**config.mk**
```make
export PLATFORM = sky130hd
export DESIGN_NAME = fetch_pc_gen
export DESIGN_NICKNAME = d
export VERILOG_FILES = /design/src/rtl/fetch_pc_gen.sv
export SDC_FILE = /design/constraint.sdc
export NUM_CORES = 1
export LEC_CHECK = 0
export BUFFER_PORTS_ARGS = -buffer_cell sky130_fd_sc_hd__clkbuf_2
export CORE_UTILIZATION = 45
export CTS_CLUSTER_SIZE = 30
export DETAILED_ROUTE_END_ITERATION = 6
export PLACE_DENSITY = 0.78
export SYNTH_ARGS = -nofsm -noshare
export SYNTH_HDL_FRONTEND = slang
export SYNTH_SLANG_ARGS = --single-unit
```
**constraint.sdc**
```tcl
create_clock -name clk -period 2.1 [get_ports clk]
set_input_delay 0.105 -clock clk [delete_from_list [all_inputs] [get_ports clk]]
set_output_delay 0.105 -clock clk [all_outputs]
set_load 0.02 [all_outputs]
```
**src/rtl/fetch_pc_gen.sv**
```systemverilog
// Fetch PC generator: holds the fetch PC, selects the next PC, fills IF/ID, and checks
// branch predictions resolving in MEM (flush, BTB update, statistics counters).
module fetch_pc_gen #(
    parameter logic [31:0] RESET_PC = 32'h0000_0000
) (
    input  logic        clk,
    input  logic        rst,
    input  logic        stall_if,
    input  logic        btb_pred_taken,
    input  logic [31:0] btb_pred_target,
    input  logic        mem_valid,
    input  logic        mem_is_branch,
    input  logic [31:0] mem_pc,
    input  logic        mem_actual_taken,
    input  logic [31:0] mem_actual_target,
    input  logic        mem_pred_taken,
    input  logic [31:0] mem_pred_target,
    output logic [31:0] pc_if,
    output logic        if_id_valid,
    output logic [31:0] if_id_pc,
    output logic        if_id_pred_taken,
    output logic [31:0] if_id_pred_target,
    output logic        flush,
    output logic        btb_upd_en,
    output logic [31:0] btb_upd_pc,
    output logic [31:0] btb_upd_target,
    output logic        btb_upd_taken,
    output logic [31:0] branch_cnt,
    output logic [31:0] mispred_cnt
);

    logic [31:0] pc_q, pc_d;
    logic        if_id_valid_q, if_id_valid_d;
    logic [31:0] if_id_pc_q, if_id_pc_d;
    logic        if_id_pred_taken_q, if_id_pred_taken_d;
    logic [31:0] if_id_pred_target_q, if_id_pred_target_d;
    logic [31:0] branch_cnt_q, branch_cnt_d;
    logic [31:0] mispred_cnt_q, mispred_cnt_d;

    logic        resolution;
    logic        mispredict;
    logic [31:0] correct_pc;
    logic [31:0] fallthru_pc;
    logic [31:0] seq_pc;

    // A taken/taken pair still mispredicts when the predicted target was wrong.
    always_comb begin
        resolution  = mem_valid & mem_is_branch;
        mispredict  = (mem_pred_taken != mem_actual_taken) ||
                      (mem_pred_taken && mem_actual_taken &&
                       (mem_pred_target != mem_actual_target));
        fallthru_pc = mem_pc + 32'd4;
        correct_pc  = mem_actual_taken ? {mem_actual_target[31:2], 2'b00}
                                       : {fallthru_pc[31:2], 2'b00};
        seq_pc      = pc_q + 32'd4;
    end

    always_comb begin
        flush          = resolution & mispredict;
        btb_upd_en     = resolution;
        btb_upd_pc     = mem_pc;
        btb_upd_target = mem_actual_target;
        btb_upd_taken  = mem_actual_taken;
    end

    // Next PC: flush beats stall, stall beats prediction, prediction beats PC+4.
    always_comb begin
        pc_d = seq_pc;
        if (flush) begin
            pc_d = correct_pc;
        end else if (stall_if) begin
            pc_d = pc_q;
        end else if (btb_pred_taken) begin
            pc_d = btb_pred_target;
        end
    end

    always_comb begin
        if_id_valid_d       = if_id_valid_q;
        if_id_pc_d          = if_id_pc_q;
        if_id_pred_taken_d  = if_id_pred_taken_q;
        if_id_pred_target_d = if_id_pred_target_q;
        if (flush) begin
            if_id_valid_d = 1'b0;
        end else if (!stall_if) begin
            if_id_valid_d       = 1'b1;
            if_id_pc_d          = pc_q;
            if_id_pred_taken_d  = btb_pred_taken;
            if_id_pred_target_d = btb_pred_target;
        end
    end

    // Statistics counters saturate rather than wrap and ignore the fetch stall.
    always_comb begin
        branch_cnt_d  = branch_cnt_q;
        mispred_cnt_d = mispred_cnt_q;
        if (resolution && (branch_cnt_q != 32'hFFFF_FFFF)) begin
            branch_cnt_d = branch_cnt_q + 32'd1;
        end
        if (flush && (mispred_cnt_q != 32'hFFFF_FFFF)) begin
            mispred_cnt_d = mispred_cnt_q + 32'd1;
        end
    end

    always_ff @(posedge clk) begin
        if (rst) begin
            pc_q                <= RESET_PC;
            if_id_valid_q       <= 1'b0;
            if_id_pc_q          <= 32'd0;
            if_id_pred_taken_q  <= 1'b0;
            if_id_pred_target_q <= 32'd0;
            branch_cnt_q        <= 32'd0;
            mispred_cnt_q       <= 32'd0;
        end else begin
            pc_q                <= pc_d;
            if_id_valid_q       <= if_id_valid_d;
            if_id_pc_q          <= if_id_pc_d;
            if_id_pred_taken_q  <= if_id_pred_taken_d;
            if_id_pred_target_q <= if_id_pred_target_d;
            branch_cnt_q        <= branch_cnt_d;
            mispred_cnt_q       <= mispred_cnt_d;
        end
    end

    always_comb begin
        pc_if             = pc_q;
        if_id_valid       = if_id_valid_q;
        if_id_pc          = if_id_pc_q;
        if_id_pred_taken  = if_id_pred_taken_q;
        if_id_pred_target = if_id_pred_target_q;
        branch_cnt        = branch_cnt_q;
        mispred_cnt       = mispred_cnt_q;
    end

endmodule

```
Word level (Yosys, flattened, before mapping):

Index checks and enable logic that the tools add are counted.

* order comparisons: 0
* $add $sub $neg: 4
* bitwise operators: 4
* muxes and demuxes: 4
* shift operators: 0
* equal/unequal tests: 5
* multiply operators: 0
* reduce and logical (&&, ||, !) cells: 7
* div/mod/pow operators: 0

Operators with widths (number)
* 2-to-1 mux 32 bit: 4
* adder 32 x 1 -> 32 bit (second input constant): 2
* adder 32 x 3 -> 32 bit (second input constant): 2
* != test 32 bit (second input constant): 2
* != test 32 bit: 1
* logical AND 1 bit: 4
* AND 1 bit: 2
* != test 2 x 1 -> 1 bit (second input constant): 1
* inverter 1 bit: 2
* AND reduction 2 bit: 1
* OR reduction 2 bit: 1
* logical OR 1 bit: 1
* != test 1 bit: 1

* RAM bits: 0
* memories kept: 0
* ROM bits: 0
* register bits: 162
* word-level logic and storage cells: 31
* output and inout bits: 229
* input port bits: 136
* latch bits: 0

Depth between registers and ports, before layout:

Gate-level depths: netlist (run 1).

* depth in word-level cells: 6
* depth in mapped cells: 10
* mapped depth without buffers: 8

Worst setup path after synthesis (run 1):

No wires, ideal clock.

* path kind: register to register
* start: register mispred_cnt_q[0], in the netlist mispred_cnt[0]
* end: register mispred_cnt_q[5], in the netlist mispred_cnt[5]
* stages on the path, launching flop included: 10
* required time: 2.030 ns
* path buffers: 1
* library setup time: 0.070 ns
* data arrival time: 2.262 ns
* slack: -0.232 ns
* path through: dfxtp_1 -> ha_1 -> and3_1 -> and3_1 -> and3_4 -> a41oi_2 -> nand2_1 -> clkbuf_1 -> or4_1 -> a21oi_1

* cells in the longest elaborated chain, start to end: 2
* elaborated cells on any way between the ends: 3
* classes of those cells: 1 x add/sub; 1 x eq/ne; 1 x reduce/logical

Ends and longest elaborated chain
* from (decl): RTL line 38 `logic [31:0] mispred_cnt_q, mispred_cnt_d;`
* from (signal assigned): RTL line 121 `mispred_cnt_q <= mispred_cnt_d;`
* branches (longest 2 deep; another with adder 32 x 1 -> 32 bit)

Several ways; the timed one is not identified.
A chain may end at the register's enable or synchronous reset.

Worst setup path after layout (run 1):

* start: register mispred_cnt_q[1], in the netlist mispred_cnt[1]
* end: register mispred_cnt_q[18], in the netlist mispred_cnt[18]

Same word-level chain as after synthesis.

==> results of run 1 <==
what timing repair did:
item | 4_1_cts | 5_1_grt
endpoints found under the hold margin | 33 | 0
hold buffers | 29 | 0
setup buffers | 1 | 7
pin swaps | 4 | 25
gates cloned | 1 | 1
resized for setup | 7 | 40
setup endpoints to repair | 13 | 47
Yosys cell counts, types with 4 or more instances:
library cell                 n  area [sq um]
sky130_fd_sc_hd__nand3_1    52           260
sky130_fd_sc_hd__o31ai_1    13          97.6
sky130_fd_sc_hd__buf_2      12          60.1
sky130_fd_sc_hd__mux2_2      9           101
sky130_fd_sc_hd__inv_1      11          41.3
sky130_fd_sc_hd__nor2b_1     7          43.8
sky130_fd_sc_hd__a31oi_1     5          31.3
sky130_fd_sc_hd__nor3_1     17          85.1
sky130_fd_sc_hd__dfxtp_1   162          3240
sky130_fd_sc_hd__or4_1      14           105
sky130_fd_sc_hd__a22oi_1     4          30.0
sky130_fd_sc_hd__and4_1     12           105
sky130_fd_sc_hd__nand4_1    33           206
sky130_fd_sc_hd__o21ai_0    26           130
sky130_fd_sc_hd__a221oi_1    6          52.6
sky130_fd_sc_hd__mux2i_1    80           801
sky130_fd_sc_hd__nor2_1    162           608
sky130_fd_sc_hd__a211oi_1   15           113
sky130_fd_sc_hd__buf_4      67           503
sky130_fd_sc_hd__xor2_1     70           613
sky130_fd_sc_hd__o211ai_1    4          30.0
sky130_fd_sc_hd__clkbuf_1   47           176
sky130_fd_sc_hd__nand2_1    66           248
sky130_fd_sc_hd__o22ai_1    16           100
sky130_fd_sc_hd__a21oi_1    53           265
sky130_fd_sc_hd__ha_1        5          62.6
sky130_fd_sc_hd__nor4_1     20           125
sky130_fd_sc_hd__o32ai_1     5          43.8
sky130_fd_sc_hd__and3_1     26           163
sky130_fd_sc_hd__o21ai_1     5          25.0
sky130_fd_sc_hd__xnor2_1    21           184
sky130_fd_sc_hd__or3_1      14          87.6
worst reg2reg max path, delay by kind of cell (launching register included):
kind / cells / cell delay [ns]
flops: 1 / 0.35
buf+inv: 1 / 0.16
fa+ha+maj: 1 / 0.15
compound gates: 2 / 0.37
simple gates: 5 / 1.08
cells by family (layout without fill, tap and decap cells):
| group | Yosys count | count (layout) |
|---|---|---|
| mux | 91 | 91 |
| buf+inv | 144 | 601 |
| fa+ha+maj | 5 | 5 |
| simple gates | 446 | 446 |
| flops | 162 | 162 |
| xor+xnor | 91 | 91 |
| compound gates | 178 | 178 |
layout make-up:
| type | instances | area share |
|---|---|---|
| Clock inverter | 15 | 0.0125 |
| Inverter | 15 | 0.00427 |
| Tap cell | 265 | 0.0252 |
| Clock buffer | 17 | 0.0323 |
| Timing Repair Buffer | 554 | 0.265 |
| Sequential cell | 162 | 0.249 |
| Multi-Input combinational cell | 811 | 0.412 |
sequential cells by signal (all words and copies together) (netlist names):
signal	cells
if_id_pc	32
if_id_pred_target	32
if_id_valid	1
mispred_cnt	32
branch_cnt	32
if_id_pred_taken	1
pc_if	32
worst max-delay path by stage:
stage	start	to	slack, ns
2_1_floorplan	pc_if[12]$_SDFFE_PP0P_	pc_if[29]$_SDFFE_PP0P_	-0.01
3_3_place_gp	mem_pred_target[25]	mispred_cnt[19]$_SDFFE_PP0P_	-0.15
3_5_place_dp	mem_pred_target[18]	pc_if[15]$_SDFFE_PP0P_	-0.17
4_1_cts	mispred_cnt[1]$_SDFFE_PP0P_	mispred_cnt[18]$_SDFFE_PP0P_	-0.09
5_1_grt	mispred_cnt[1]$_SDFFE_PP0P_	mispred_cnt[18]$_SDFFE_PP0P_	-0.16
6_report	mispred_cnt[1]$_SDFFE_PP0P_	mispred_cnt[18]$_SDFFE_PP0P_	-0.1
metrics by stage:
stage / setup WS (ns) / utilization / TNS [ns] / hold WS [ns]
final: -0.0973 / 0.666 / -0.605 / 0.00331
after floorplan: -0.0119 / - / -0.0362 / 0.241
after CTS: -0.0904 / 0.654 / -0.369 / 0.000394
after global routing: -0.156 / 0.666 / -1.63 / 0.0118
after global placement: -0.146 / 0.606 / -1.27 / 0.210
after detailed placement: -0.167 / 0.606 / -4.29 / 0.210
metal layers:
layer,vias to the layer above,track usage
li1,4829,-
met1,4818,0.396
met2,475,0.501
met3,69,0.0569
met4,0,0.103
met5,-,0
power by group through the flow:
stage | Sequential [mW] | Combinational, mW | Clock (mW)
5_1_grt | 3.31 | 1.83 | 3.35
3_5_place_dp | 3.35 | 1.63 | 0
2_1_floorplan | 3.53 | 0.772 | 0
4_1_cts | 3.29 | 1.70 | 3.22
3_3_place_gp | 3.35 | 1.61 | 0
6_report | 3.29 | 1.74 | 3.17
==> impl_metrics.ini, run 1 <==
[synth]
dominantRegCellSynth = sky130_fd_sc_hd__dfxtp_1
synthesis.nets = 1258
synth.yosys.seq_area_share = 0.352
synth_top_family_by_area = simple AND/OR/NAND/NOR gates
yosys.area_share.simple = 0.242
synth_fa_ha_area_frac = 0.00679
synth-compound-area-share = 0.125
syn-cell-area_sq_um = 9210
xor_and_xnor_fraction_of_the_mapped_netlist_area = 0.0865
synth.area.mux_share = 0.101
postSynthCellCount = 1117
syn_avg_cell_area_sq_um = 8.25
synth_enable_flop_cells = 0
postSynth.asyncResetShare = 0
synth_cell_type_count = 67
synth_seq_cells = 162
yosys_warnings = 0

[placement]
numPlacedInstances = 1768
placed_area_sq_um = 12000
gp_congestion = 0.950
numPortBuffers = 360
placed_wire_length_estimate_after_detailed_placement_um = 25000

[setup_path]
crit_path_frequent_cell = sky130_fd_sc_hd__and3_4
worstPathBufferInverterCount = 1
critical_path.reg2reg.endpoint = mispred_cnt[18]$_SDFFE_PP0P_
cp_data_arrival_time_ns = 2.56
crit_cells = 9
endpoint_kind = flop
rr_worst_depth = 9
worst_ep_required_time_ns = 2.46
worstPathMaxFanout = 7
setup.reg_to_reg.worst_slack_ns = -0.1
path_delay_family = simple AND/OR/NAND/NOR gates
cpPeakStageDelay_ns = 0.47
worstSetupStartpointType = flop
worstSetupPathType = flop to flop
crit_path_top_delay_cell = sky130_fd_sc_hd__or4_4
crit_path_cell_trace = ha_4 > and3_4 > and3_4 > and3_4 > a41oi_4 > nand2_4 > buf_12 > or4_4 > a21oi_2
rr_startpoint = mispred_cnt[1]$_SDFFE_PP0P_

[floorplanning]
die_width_um = 145
floorplan.die_area_sq_um = 21000
core_area_sq_um = 19800
floorplan.initialDensity = 0.466
io-pin-count = 365
floorplan.die.height_um = 145
core.rowCount = 51

[clock_tree]
clk_root_buffer_cell = sky130_fd_sc_hd__clkbuf_16
cts_tree = yes
cts.path.max_buffers = 2
clock_insertion_delay_worst_skew_ns = 0.44
cts-buffers-inserted = 17
worst_setup_hold_path_clk_slew_ns = 0.07
cts.sinks = 162
number_of_h_tree_levels = 4

[sta]
finalSetupViolations = 13
final_worst_path_setup_slack_ns = -0.0973
finalHoldViolations = 0
grt_setup_unrepaired = yes
clock_skew_ns = 0.0126
slew_hr = 0.594
max_freq_ghz = 0.455
final_max_slew_viol_count = 0
worst_slew_pin_slew_ns = 0.608
finalWorstPathRequiredPeriod_ns = 2.20
finalCritPeriodShare = 1.05

[routing]
initialDrtViolationCount = 703
routed-wl-met2_um = 15800
wire_length_on_met1_um = 14100
remaining_antenna_violation_count_after_routing = 0
top_layer = met4
drt-total-wl_um = 33300
detail_route.wl_per_cell_um = 18.1
met3_length_um = 2590
detail_route.first_pass.iterations = 5
remaining_drc_errors = 0
via_count = 10200
post_drt_via_cell_ratio = 5.54

[layout]
nFillCells = 1670
drive_gt1_frac = 0.409
most_common_cell_after_layout_fill_and_taps_aside = sky130_fd_sc_hd__clkbuf_2
layout_common_cells = sky130_fd_sc_hd__clkbuf_2, sky130_fd_sc_hd__nor2_1, sky130_fd_sc_hd__buf_4, sky130_fd_sc_hd__dfxtp_1, sky130_fd_sc_hd__mux2i_1
antenna-diode-count = 0
multi_input_gate_area_sq_um = 5430
layoutNonFillerInstCount = 1839
seq_area_sq_um = 3280
syn2layout_area_growth_pct = 43.1
stdcell_area_sq_um = 13200
finish.net_count = 1702

[pwr]
p_comb_frac = 0.212
power-per-cell-area_nw_per_um2 = 622
net_switching_power_mw = 2.51
p_leak_nw = 6.13
report.power.total_mw = 8.20
power.share.sequential = 0.401
switching_share = 0.306
ir_worst_vdd_uv = 662
cellInternalPower_mw = 5.69
power.clock.fraction = 0.386

[global_route]
grt_pass1_wl_um = 50900
grt_use_total = 0.304
first_global_vias = 9558
antenna_found_initial = 0
grt_start_max_net_pins = 74
gr-total-overflow = 0

[hold_path]
holdCritStartpoint = btb_pred_target[15]
hold_path_class = input pin to flop
holdPathEnd = if_id_pred_target[15]$_SDFFE_PP0P_
min_path_cells = 3

[outcome]
failed_checks = setup timing
status = finished with violations

[run]
maxCapViolations = 0
Note: power is estimated with default switching activity, not from simulation.
==> run 2, diff against run 1 <==
--- a/config.mk
+++ b/config.mk
@@ -5,11 +5,12 @@
 export SDC_FILE = /design/constraint.sdc
 export NUM_CORES = 1
 export LEC_CHECK = 0
+export ABC_AREA = 1
 export BUFFER_PORTS_ARGS = -buffer_cell sky130_fd_sc_hd__clkbuf_2
-export CORE_UTILIZATION = 45
+export CORE_UTILIZATION = 47
 export CTS_CLUSTER_SIZE = 30
 export DETAILED_ROUTE_END_ITERATION = 6
-export PLACE_DENSITY = 0.78
+export PLACE_DENSITY = 0.79
 export SYNTH_ARGS = -nofsm -noshare
 export SYNTH_HDL_FRONTEND = slang
 export SYNTH_SLANG_ARGS = --single-unit
==> run 2 against run 1 <==
  * Largest power group unchanged
  * The flow finishes with violations (DRC)
  * Routed wire length grew 19%
  * Via count up 24%
  * Critical path depth is 2 higher
==> impl_metrics.ini, run 2 <==
[setup_path]
cp_data_arrival_time_ns = 2.27
worstPathMaxFanout = 5
worstSetupPathType = flop to flop
endpoint_kind = flop
worstSetupStartpointType = flop
worst_ep_required_time_ns = 2.40

[placement]
placed_wire_length_estimate_after_detailed_placement_um = 30400
gp_congestion = 1.01
numPlacedInstances = 2278
dp_worst_setup_slack_ns = 0.102
numPortBuffers = 360

[pwr]
report.power.total_mw = 8.01
power-per-cell-area_nw_per_um2 = 588
p_leak_nw = 6.22
ir_worst_vdd_uv = 407

[synth]
synth_top_cells_by_area = sky130_fd_sc_hd__dfxtp_1, sky130_fd_sc_hd__nand2_1, sky130_fd_sc_hd__nand3_1
postSynthCellCount = 1700
synth_enable_flop_cells = 0
post-synth-top-count-cell = sky130_fd_sc_hd__nand2_1
synth_seq_cells = 162
yosys_warnings = 0
syn-cell-area_sq_um = 10700
netlist.area_leader.share = 0.303
synth_cell_type_count = 39
dominantRegCellSynth = sky130_fd_sc_hd__dfxtp_1
synth.yosys.seq_area_share = 0.303
yosys-top-cells-count = sky130_fd_sc_hd__nand2_1, sky130_fd_sc_hd__nand3_1, sky130_fd_sc_hd__dfxtp_1
syn_avg_cell_area_sq_um = 6.29
synthesis.nets = 1841
postSynth.asyncResetShare = 0
synth_largest_area_cell = sky130_fd_sc_hd__dfxtp_1

[floorplanning]
floorplan.die.height_um = 153
core_area_sq_um = 22100
io-pin-count = 365
die_width_um = 153
floorplan.die_area_sq_um = 23300
core.rowCount = 54
floorplan.initialDensity = 0.484

[layout]
drive_gt1_frac = 0.254
final_core_utilization = 0.617
finish.net_count = 2187
layout_common_cells = sky130_fd_sc_hd__nand2_1, sky130_fd_sc_hd__clkbuf_2, sky130_fd_sc_hd__nand3_1, sky130_fd_sc_hd__dfxtp_1, sky130_fd_sc_hd__a21oi_1
most_common_cell_after_layout_fill_and_taps_aside = sky130_fd_sc_hd__nand2_1
layoutNonFillerInstCount = 2340
syn2layout_area_growth_pct = 27.4

[clock_tree]
worst_setup_hold_path_clk_slew_ns = 0.08
clk_root_buffer_cell = sky130_fd_sc_hd__clkbuf_16
cts_tree = yes
cts.path.max_buffers = 2
clock_insertion_delay_worst_skew_ns = 0.44
cts.sinks = 162
cts-buffers-inserted = 17
number_of_h_tree_levels = 4
cts_setup_buffers = 0

[run]
maxCapViolations = 0

[sta]
final_worst_path_setup_slack_ns = 0.133
clock_skew_ns = 0.0143
finalSetupViolations = 0
finalHoldViolations = 0
finalHoldWorstSlack_ns = 0.0161
finalWorstPathRequiredPeriod_ns = 1.97
slew_hr = 0.642
final_max_slew_viol_count = 0
max_freq_ghz = 0.508
worst_slew_pin_slew_ns = 0.538
finalCritPeriodShare = 0.937

[outcome]
failed_checks = DRC
status = finished with violations

[global_route]
grt_use_total = 0.332
antenna_found_initial = 2
grt_pass1_wl_um = 61900
first_global_vias = 11600
grt_start_max_net_pins = 111
gr-total-overflow = 0

[routing]
drt-total-wl_um = 39500
remaining_drc_errors = 20
remaining_antenna_violation_count_after_routing = 0
initialDrtViolationCount = 1095
via_count = 12700
detail_route.first_pass.iterations = 7
detail_route.wl_per_cell_um = 16.9
post_drt_via_cell_ratio = 5.41

[hold_path]
hold_path_class = input pin to flop
[run 2: area by class of cell]
class                      count  area [sq um]
inverter                     134           503
sequential                   162          3250
antenna                        1          2.50
clock inverter                15           165
fill                        2103          8470
tap                          280           350
clock buffer                  17           425
multi-input combinational   1262          6120
timing repair buffer         469          2810
[run 2: power breakdown]
group | internal, mW | switching (mW)
Sequential | 3.18 | 0.103
Combinational | 0.575 | 1.02
Clock | 1.60 | 1.53
Total | 5.35 | 2.66
[run 2: worst max-delay path, cell delays in order (launching register included)]
cell                       delay [ns]
sky130_fd_sc_hd__dfxtp_1         0.43
sky130_fd_sc_hd__nand3_1         0.15
sky130_fd_sc_hd__nor2_2          0.19
sky130_fd_sc_hd__inv_1           0.16
sky130_fd_sc_hd__nor2_1          0.17
sky130_fd_sc_hd__a21boi_0        0.11
sky130_fd_sc_hd__o21ai_0         0.28
sky130_fd_sc_hd__nand2_1         0.10
sky130_fd_sc_hd__nand2_1         0.08
sky130_fd_sc_hd__nand2_1         0.05
sky130_fd_sc_hd__nand2_1         0.06
sky130_fd_sc_hd__a21oi_1         0.07
[run 2: worst paths after layout]
| path | startpoint | endpoint | slack, ns | cells after the start |
|---|---|---|---|---|
| hold reg to reg | if_id_pc[18]$_SDFFE_PP0P_ | if_id_pc[18]$_SDFFE_PP0P_ | 0.46 | 2 |
| hold / removal | btb_pred_target[9] | if_id_pred_target[9]$_SDFFE_PP0P_ | 0.02 | 3 |
| setup / recovery | pc_if[4]$_SDFFE_PP0P_ | pc_if[31]$_SDFFE_PP0P_ | 0.13 | 11 |
| setup reg to reg | pc_if[4]$_SDFFE_PP0P_ | pc_if[31]$_SDFFE_PP0P_ | 0.13 | 11 |
[run 2: stage by stage]
step / area (sq um) / setup TNS [ns]
after global routing: 13600 / -0.0206
after detailed placement: 12700 / 0
final: 13600 / 0
after floorplan: 10700 / 0
after CTS: 13500 / 0
after global placement: 12700 / 0
[run 2: cells by family (layout without fill, tap and decap cells)]
group | after synthesis | count (layout) | synth area share
AND/OR/NAND/NOR | 961 | 961 | 0.386
AO/OA/AOI/OAI | 213 | 213 | 0.105
flip-flops | 162 | 162 | 0.303
other | 0 | 1 | 0
XOR/XNOR | 83 | 83 | 0.0680
buffers and inverters | 276 | 635 | 0.132
adder cells (fa/ha/maj) | 5 | 5 | 0.00585
[run 2: timing repair]
| item | CTS | global route |
|---|---|---|
| resized for setup | 0 | 23 |
| hold buffers | 29 | 0 |
| endpoints found under the hold margin | 31 | 0 |
| setup endpoints to repair | 0 | 28 |
[run 2: metal layers]
layer	GRT usage	share of wire	vias to the layer above
met1	0.436	0.43	5816
met5	0	0.00030	-
met2	0.558	0.47	602
met3	0.0455	0.077	77
met4	0.115	0.028	2
li1	-	-	6154
